--- src/rtl/instr_fetch_unit.sv ---
// Instruction fetch front end: owns the PC, reads a synchronous instruction RAM
// and hands one instruction at a time to the pipeline controller.
//
// state      | meaning
// RESET_S    | one idle cycle after reset; PC may be redirected here
// FETCH      | imem_addr presents pc to the RAM
// FETCH_WAIT | RAM data valid; captured into instr_out at the edge
// DELIVER    | instr_out valid; held while stall is high
module instr_fetch_unit #(
  parameter int          ADDR_W    = 11,
  parameter logic [31:0] RESET_PC  = 32'h0000_0000,
  parameter logic [31:0] NOP_INSTR = 32'hE1A0_0000
) (
  input  logic              clk,
  input  logic              rst,
  input  logic              load_pc,
  input  logic [31:0]       pc_target,
  input  logic              stall,
  output logic [ADDR_W-1:0] imem_addr,
  input  logic [31:0]       imem_rdata,
  output logic [31:0]       instr_out,
  output logic              instr_valid,
  output logic [31:0]       pc_out,
  output logic [31:0]       pc_plus8,
  output logic [31:0]       fetch_count
);

  typedef enum logic [1:0] {
    RESET_S    = 2'd0,
    FETCH      = 2'd1,
    FETCH_WAIT = 2'd2,
    DELIVER    = 2'd3
  } state_t;

  state_t      state, state_next;
  logic [31:0] pc, pc_next;
  logic        capture;
  logic        consume;

  assign imem_addr = pc[ADDR_W+1:2];
  assign pc_plus8  = pc_out + 32'd8;

  always_comb begin
    state_next = state;
    pc_next    = pc;
    capture    = 1'b0;
    consume    = 1'b0;
    // A redirect pre-empts whatever the FSM was doing, including a held delivery.
    if (load_pc) begin
      state_next = FETCH;
      pc_next    = pc_target & 32'hFFFF_FFFC;
    end else begin
      case (state)
        RESET_S:    state_next = FETCH;
        FETCH:      state_next = FETCH_WAIT;
        FETCH_WAIT: begin
          state_next = DELIVER;
          capture    = 1'b1;
        end
        DELIVER: begin
          if (!stall) begin
            state_next = FETCH;
            pc_next    = pc + 32'd4;
            consume    = 1'b1;
          end
        end
        default:    state_next = RESET_S;
      endcase
    end
  end

  always_ff @(posedge clk) begin
    if (rst) begin
      state       <= RESET_S;
      pc          <= RESET_PC;
      instr_out   <= NOP_INSTR;
      pc_out      <= RESET_PC;
      instr_valid <= 1'b0;
      fetch_count <= 32'd0;
    end else begin
      state <= state_next;
      pc    <= pc_next;
      if (capture) begin
        instr_out   <= imem_rdata;
        pc_out      <= pc;
        instr_valid <= 1'b1;
      end else if (load_pc || consume) begin
        instr_valid <= 1'b0;
      end
      if (consume) fetch_count <= fetch_count + 32'd1;
    end
  end

endmodule

--- config.mk ---
export PLATFORM = sky130hd
export DESIGN_NAME = instr_fetch_unit
export DESIGN_NICKNAME = d
export VERILOG_FILES = /design/src/rtl/instr_fetch_unit.sv
export SDC_FILE = /design/constraint.sdc
export NUM_CORES = 1
export LEC_CHECK = 0
export CAP_MARGIN = 20
export CELL_PAD_IN_SITES_DETAIL_PLACEMENT = 0
export CELL_PAD_IN_SITES_GLOBAL_PLACEMENT = 2
export CORE_MARGIN = 2
export CORE_UTILIZATION = 27
export CTS_CLUSTER_SIZE = 8
export DETAILED_ROUTE_END_ITERATION = 10
export PLACE_DENSITY_LB_ADDON = 0.2
export SETUP_SLACK_MARGIN = 0.1
export SKIP_CTS_REPAIR_TIMING = 1
export SLEW_MARGIN = 20
export SYNTH_ARGS = -nofsm -noshare
export SYNTH_HDL_FRONTEND = slang
export SYNTH_SLANG_ARGS = --single-unit
export TNS_END_PERCENT = 100
--- constraint.sdc ---
create_clock -name clk -period 3.65 [get_ports clk]
set_input_delay 0.365 -clock clk [delete_from_list [all_inputs] [get_ports clk]]
set_output_delay 0.365 -clock clk [all_outputs]
set_load 0.01 [all_outputs]
==> flow_summary.yaml <==
drt:
  route.antenna.remaining_nets: 0
  routed_wl_mm: 19.81
  routedWlPerCell_um: 15.95
  detail_route.first_pass.iterations: 4
  vias_per_cell: 4.881
  via_count: 6062
  detailedRoute.firstIterationViolations: 289
  route.detailed.drc: 0
setup_path:
  path_max_fanout: 7
  setup.worst_path.start_class: "flop"
  timing.critical_path.to_type: "output pin"
  reg2reg_depth: 6
  cp_data_arrival_time_ps: 2610
  worst_setup_path_category: "flop to output pin"
  worst_ep_required_ps: 3280
clocking:
  cts.reportedPaths.clkPinSlew_ps: 60
  htreeDepth: 4
  cts-root-buf: "clkbuf_16"
  cts-root-to-sink-buffers: 2
  cts-buffers-inserted: 17
  cts.sinks: 127
  tritoncts: "built"
  clk-insertion-delay-late_ps: 420
power:
  cellPowerDensity_nw_per_um2: 390.5
  static-leakage-power_nw: 2.949
  irDropWorstVdd_mv: 0.2791
logic_synthesis:
  synth_top_cell_by_area: "dfxtp_1"
  synth_async_sr_flop_share: 0
  ys.warnings.count: 0
  ys_types: 49
  syn_area_um2: 6178
  post_synth_edffs: 0
  yosys-top-cells-count: "nand2_1 (162), dfxtp_1 (127), a21oi_1 (79)"
  yosys_register_bits: 127
  synth.top_cells.by_area: "dfxtp_1 (41%), nand2_1 (9.8%), a21oi_1 (6.4%)"
  postSynthCellCount: 777
  synth_top_area_share: 0.4115
  synthesis.area_per_instance_um2: 7.952
  synth_ff_type: "dfxtp_1"
  seq_area_frac_synth: 0.4115
  synth.most_common_cell: "nand2_1"
die:
  placement_rows: 55
  ios: 208
  floorplan.die.width_um: 155.3
  initial_utilization: 0.2737
  die_area_um2: 24110
  core_region_area_um2: 22570
  fp.dieH_um: 155.3
sta:
  slew_violations: 0
  finalHoldViolCount: 0
  post_route_setup_tns_ps: 0
  relSlewSlack: 0.4386
  finalWorstPathRequiredPeriod_ps: 2974
  finalClockSkew_ps: 7.707
  setup_slack_ps: 675.8
  setup_violations: 0
  achievable-frequency_mhz: 336.2
  worst_slew_pin_slew_ps: 834.4
  period_share: 0.8149
  grt_setup_unrepaired: "no"
finish:
  layout-drive-gt1-share: 0.05538
  insertedDiodeCount: 0
  final_nets: 1018
  n_fill_cell: 2360
  area_delta_synth_final_pct: 45.34
run_status:
  status: "finished, final reports clean"
min_path:
  timing.hold.worst_path_depth: 2
  worst_hold_path_type: "flop to flop"
place:
  port_buffers: 201
  gp_congestion: 0.7259
  pre_cts_slack_ps: 837.7
  detailed_place_hpwl_mm: 14.33
global_route:
  grtUsageTotal: 0.1629
  grt_first_pass_wirelength_mm: 31.22
  overflow: 0
  grt_antenna_before_repair: 1
  largest_net_degree_at_the_start_of_global_routing: 61
  first_global_vias: 5578
flow_run:
  drv.max_cap_violation_count: 0
## through the flow
stage	util	total power [W]	instances	instance area [um2]	hold WS [ps]
after floorplan	-	0.001612	780	6190	440.6
after global placement	0.3702	0.001758	1210	8356	442.4
after detailed placement	0.3702	0.001759	1210	8356	445.7
after CTS	0.3978	0.003569	1242	8980	453.6
after global routing	0.3978	0.003658	1242	8980	470.1
final	0.3978	0.003507	1242	8980	451.8
## flip-flops by register name, summed over array words and instances (netlist names)
register     flops
instr_valid      1
state            2
fetch_count     32
pc              30
pc_out          30
instr_out       32
## per-layer routing
layer	vias to the layer above	routed length [um]	share of wire	GRT usage
li1	3104	-	-	-
met1	2795	9395	0.47	0.2178
met2	143	9257	0.47	0.2650
met3	18	912	0.046	0.03482
met4	2	231	0.012	0.04849
met5	-	13	0.00066	0
## where the power goes
part	internal, W	switching [W]	leakage, nW
logic	0.000140	0.000114	1.62
clock network	0.00113	0.000650	0.299
registers	0.00142	0.0000487	1.03
total	0.00269	0.000813	2.95
## final timing paths
| check | to | slack, ps | startpoint |
|---|---|---|---|
| setup / recovery | pc_plus8[31] | 680 | pc_out[6]$_SDFFE_PP0P_ |
| hold / removal | instr_out[10]$_SDFFE_PP0P_ | 450 | instr_out[10]$_SDFFE_PP0P_ |
| setup reg to reg | fetch_count[13]$_SDFFE_PP0P_ | 1140 | state[0]$_SDFFE_PP0P_ |
| hold reg to reg | instr_out[10]$_SDFFE_PP0P_ | 450 | instr_out[10]$_SDFFE_PP0P_ |
## layout by cell type (no fill, tap or decap), drive strengths merged, types with 11 or more instances in the layout
cell type        n
and4            13
xor2            15
nor2            38
or4             24
a21oi           79
or3             12
nand3           37
buf             11
clkbuf          20
nor4            15
nand4           28
o21ai           12
o31ai           21
xnor2           29
clkdlybuf4s50  200
inv             15
a311oi          15
nand2          162
dfxtp          127
## cell type report
class                   count  area, um2  share of cell area
clock buffers              20      466.7             0.05197
clock inverters            12      157.7             0.01756
inverters                  14      52.55            0.005852
multi-input cells         573       3294              0.3669
flip-flops and latches    127       2542              0.2831
well taps                 285      356.6             0.03971
repair buffers            211       2110              0.2349
## critical path: stages, from the launching register on
cell and delay, ps:
dfxtp_1 440, and4_1 330, nand4_1 280, nor4_1 400
xor2_1 180, clkdlybuf4s50_1 560
## cell families after synthesis
kind of cell,share of synthesized area
buffers and inverters,0.05873
other,0.0006070
AO/OA/AOI/OAI,0.1582
XOR/XNOR,0.06237
adder cells (fa/ha/maj),0.01215
AND/OR/NAND/NOR,0.2928
flip-flops,0.4115
multiplexers,0.003645
Power figures use the tool's default switching activity.
==> variant 1 (same settings) <==
`ADDR_W`: 11 -> 10.
--- a/src/rtl/instr_fetch_unit.sv
+++ b/src/rtl/instr_fetch_unit.sv
@@ -7,7 +7,7 @@
 // FETCH_WAIT | RAM data valid; captured into instr_out at the edge
 // DELIVER    | instr_out valid; held while stall is high
 module instr_fetch_unit #(
-  parameter int          ADDR_W    = 11,
+  parameter int          ADDR_W    = 10,
   parameter logic [31:0] RESET_PC  = 32'h0000_0000,
   parameter logic [31:0] NOP_INSTR = 32'hE1A0_0000
 ) (
Interface: changed (resized imem_addr); port bits go from 208 to 207. The function was not compared with the original's and may differ.
==> variant 1 against the original RTL <==
Final cell count decreased by 0.16%; die area shrank 0.12%; sequential cell count unchanged; critical endpoint unchanged; total power down 2.9%; area after synthesis down 0.12%; setup slack got worse by 0.051 ns; clock skew rose by 0.0029 ns; highest routed layer is now met4; non-clock buffer count down 1; critical path depth unchanged; wire length grew 1.5%; first-iteration DRC count decreased by 4.8%; largest cell class unchanged; fmax down 1.7%; design area decreased by 0.71%; utilization is 0.28 points lower.
==> variant 1: results (changes against the original RTL) <==
stage;metric;value;unit;change
yosys;Area contributors post-synth;dfxtp_1, nand2_1, a21oi_1, xnor2_1, nand3_1;;
sta;relative max-transition margin;0.435;;-0.00315
grt;number of global-route vias before repair;5600;;+0.39%
yosys;yosys warns;0;;unchanged
finish;largest registers;fetch_count: 32 flops, instr_out: 32 flops;;
sta;Worst Clk Skew;0.0106;ns;+0.00290 ns
placement;placed cell area;8330;um^2;-0.27%
placement;IO Port Bufs;200;;-0.50%
routing;Starting DRT DRC Count;275;;-4.8%
finish;Filler cells;2372;;+0.51%
placement;Placer Congestion;0.728;;+0.22%
pwr;Leakage;2.92;nW;-0.83%
clock_network;root cell of the clock tree;clkbuf_16;;
yosys;sequential share of the synthesized area;0.412;;+0.000501
placement;Detail Placement HPWL;14.4;mm;+0.49%
placement;DP Worst Slack;0.834;ns;-0.00386 ns
routing;via count;6081;;+0.31%
pwr;Max VDD drop;0.000261;V;-6.4%
grt;first-pass GRT wire length;31.5;mm;+0.97%
yosys;synth unique cells;49;;unchanged
finish;share of layout cells above drive strength 1;0.0534;;-0.00198
clock_network;CTS clock-pin slew for the worst setup and hold paths;0.06;ns;about the same
finish;fin nets;1017;;-0.098%
worst_setup_path;CP max FO;7;;unchanged
yosys;Avg Synthesized Cell Area;7.95;um^2;about the same
yosys;Post-synth ARST share;0;;unchanged
grt;antenna violations before repair;2;;+1
pwr;Sw Share;0.232;;+0.000650
grt;largest net degree at the start of global routing;63;;+3.3%
worst_hold_path;Hold Path Class;input pin to register;;
run_status;status;finished, final reports clean;;
clock_network;CTS HTree Levels;4;;unchanged
grt;All-Layer GR Usage;0.165;;+0.00206
finish;Non-Filler Instances;1240;;-0.16%
sta;FMAX;331;MHz;-1.7%
routing;final wirelength;20.1;mm;+1.5%
yosys;Yosys top cell area share;0.412;;+0.000501
worst_setup_path;Arr. time, crit path;2.66;ns;+0.05 ns
## variant 1: area by class of cell
cell class	instances	area, um^2	share of cell area
multi-input combinational	573	3290	0.369
inverter	14	52.6	0.00589
timing repair buffer	210	2090	0.234
clock inverter	10	113	0.0126
sequential	127	2540	0.285
clock buffer	21	470	0.0528
tap	285	357	0.0400
## variant 1: power by group through the flow
stage | Combinational (mW) | Clock, mW | Sequential (mW)
after CTS | 0.257 | 1.73 | 1.47
after global placement | 0.256 | 0 | 1.50
final | 0.252 | 1.68 | 1.47
after global routing | 0.277 | 1.79 | 1.48
after detailed placement | 0.256 | 0 | 1.50
after floorplan | 0.122 | 0 | 1.49
## variant 1: metal layers
layer / vias to the layer above / GRT usage / share of wire
li1: 3103 / - / -
met4: 0 / 0.0546 / 0.014
met1: 2819 / 0.219 / 0.49
met2: 139 / 0.267 / 0.46
met3: 20 / 0.0368 / 0.042
met5: - / 0 / 0
## variant 1: worst paths after layout
path,startpoint,depth (start not counted),slack (ns),to
worst min-delay path,rst,2,0.38,fetch_count[6]
worst min register to register,instr_out[12],2,0.45,instr_out[12]
worst max-delay path,pc_out[6],5,0.62,pc_plus8[31]
worst max register to register,state[0],5,1.14,pc[26]
## variant 1: kinds of logic after synthesis
| logic type | count (synthesis) | synth area share |
|---|---|---|
| XOR/XNOR | 44 | 0.0624 |
| other | 1 | 0.000608 |
| AND/OR/NAND/NOR | 362 | 0.293 |
| AO/OA/AOI/OAI | 155 | 0.158 |
| multiplexers | 2 | 0.00365 |
| flip-flops | 127 | 0.412 |
| buffers and inverters | 79 | 0.0576 |
| adder cells (fa/ha/maj) | 6 | 0.0122 |
## variant 1: worst register-to-register path: cells and delay by family, from the launching register on
family          cells  cell delay (ns)
simple gates        3             1.49
flops               1             0.37
fa+ha+maj           1             0.32
compound gates      1             0.25
==> variant 2 (same flow settings) <==
Made on the original files. Reset style: asynchronous (`rst`), changed in one clocked block.
--- a/src/rtl/instr_fetch_unit.sv
+++ b/src/rtl/instr_fetch_unit.sv
@@ -69,7 +69,7 @@
     end
   end
 
-  always_ff @(posedge clk) begin
+  always_ff @(posedge clk or posedge rst) begin
     if (rst) begin
       state       <= RESET_S;
       pc          <= RESET_PC;
Function: differs if rst is asserted again (counterexample within 4 cycles, from zero or initial values and one cycle with rst high); with rst held inactive, the same outputs for 4 cycles.
==> variant 2 against the original RTL <==
Area after synthesis rose by 3.1%; synthesized cell count decreased by 25%; utilization fell by 0.19 points; largest cell class is now sequential cells; sequential cell count is the same; wire length fell by 12%; critical path type unchanged; design area increased by 2.9%; register-to-register slack improved by 0.33 ns; count of clock-buffer cells in the layout down 3; setup slack got worse by 0.15 ns.
Power is not compared: it rests on default switching activity, and its combinational part moved more than twofold at a synthesized area within 25%.
==> variant 2: results (changes against the original RTL) <==
stage;metric;value;unit;change
worst_setup_path;RR Startpoint;state[1];;
worst_setup_path;CP max FO;6;;-1
routing;WL met1;7.88;mm;-16%
grt;GR Util met3;0.0370;;+0.00214
clock_network;cts bufs inserted;17;;unchanged
routing;vias per cell;4.62;;-5.4%
worst_setup_path;CP peak stage delay;0.73;ns;+0.17 ns
sta;relative max-transition margin;0.453;;+0.0141
sta;Worst Clk Skew;0.00601;ns;-0.00170 ns
routing;Final ANT Viol Nets;0;;unchanged
worst_setup_path;Arr. time, crit path;2.76;ns;+0.15 ns
routing;Starting DRT DRC Count;202;;-30%
grt;met1 Track Usage GR;0.181;;-0.0365
yosys;synth unique cells;48;;-2.0%
yosys;ys flop type;dfrtp_1;;
run_status;status;finished, final reports clean;;
placement;placed cell area;8650;um^2;+3.5%
routing;DR top layer;met4;;
pwr;total power;6.18;mW;
sta;worst hold slack;0.386;ns;-0.0657 ns
placement;Placer Congestion;0.729;;+0.37%
routing;WL met2;8.42;mm;-9.0%
yosys;mux contribution to synthesized area;0.108;;+0.104
finish;share of layout cells above drive strength 1;0.148;;+0.0924
grt;number of global-route vias before repair;5109;;-8.4%
yosys;post-synthesis adder-cell area fraction;0.0118;;-0.000363
grt;All-Layer GR Usage;0.143;;-0.0200
placement;Detail Placement HPWL;12.7;mm;-12%
routing;Avg WL per Cell;15.8;um;-0.86%
yosys;Post-synth ARST share;1.00;;+1.00
yosys;post-synthesis xor/xnor area fraction;0.0976;;+0.0353
worst_setup_path;slowest CP cell;nor4_1;;
clock_network;CTS HTree Levels;4;;unchanged
sta;crit path time final;3.12;ns;+0.146 ns
finish;Non-Filler Instances;1104;;-11%
grt;first-pass GRT wire length;27.6;mm;-12%
worst_setup_path;FF-to-FF setup slack;1.47;ns;+0.33 ns
yosys;Compound-Gate Fraction of Synth Area;0.0485;;-0.110
grt;GR Layer Usage met2;0.239;;-0.0263
yosys;sequential share of the synthesized area;0.500;;+0.0887
yosys;Area contributors post-synth;dfrtp_1, mux2_2, xnor2_1, nand4_1, nand2_1;;
finish;fin nets;846;;-17%
placement;DP Worst Slack;0.889;ns;+0.0517 ns
worst_setup_path;Reg2Reg Capture Point;pc[31];;
worst_setup_path;path depth of the worst reg2reg path;5;;-1
worst_hold_path;Hold Path Class;input pin to async pin;;
routing;WL met3;948;um;+3.9%
grt;antenna violations before repair;0;;-1
grt;largest net degree at the start of global routing;47;;-23%
yosys;Synth top cells by count;dfrtp_1, mux2_2, xnor2_1;;
yosys;Synth Instances;580;;-25%
placement;cell total after placement;1072;;-11%
variant 2: changes by cell type in the layout (fill, tap and decap cells not counted), sizes merged, moves of 25 or more:
cell   change
dfrtp    +121
nand2    -116
mux2      +58
a21oi     -77
xnor2     +25
dfxtp    -127
variant 2: layout make-up:
cell class / count / area, um^2
Clock buffer: 17 / 425
Clock inverter: 15 / 161
Inverter: 12 / 48.8
Multi-Input combinational cell: 404 / 2930
Sequential cell: 127 / 3190
Tap cell: 319 / 399
Fill cell: 2271 / 14100
Timing Repair Buffer: 210 / 2090
variant 2: how the worst max path moves through the flow:
stage,start,end,depth (start not counted)
2_1_floorplan,pc_out[3],pc_plus8[19],5
3_3_place_gp,pc_out[5],pc_plus8[30],5
3_5_place_dp,pc_out[6],pc_plus8[22],5
4_1_cts,pc_out[6],pc_plus8[22],5
5_1_grt,pc_out[5],pc_plus8[30],5
6_report,pc_out[8],pc_plus8[22],5
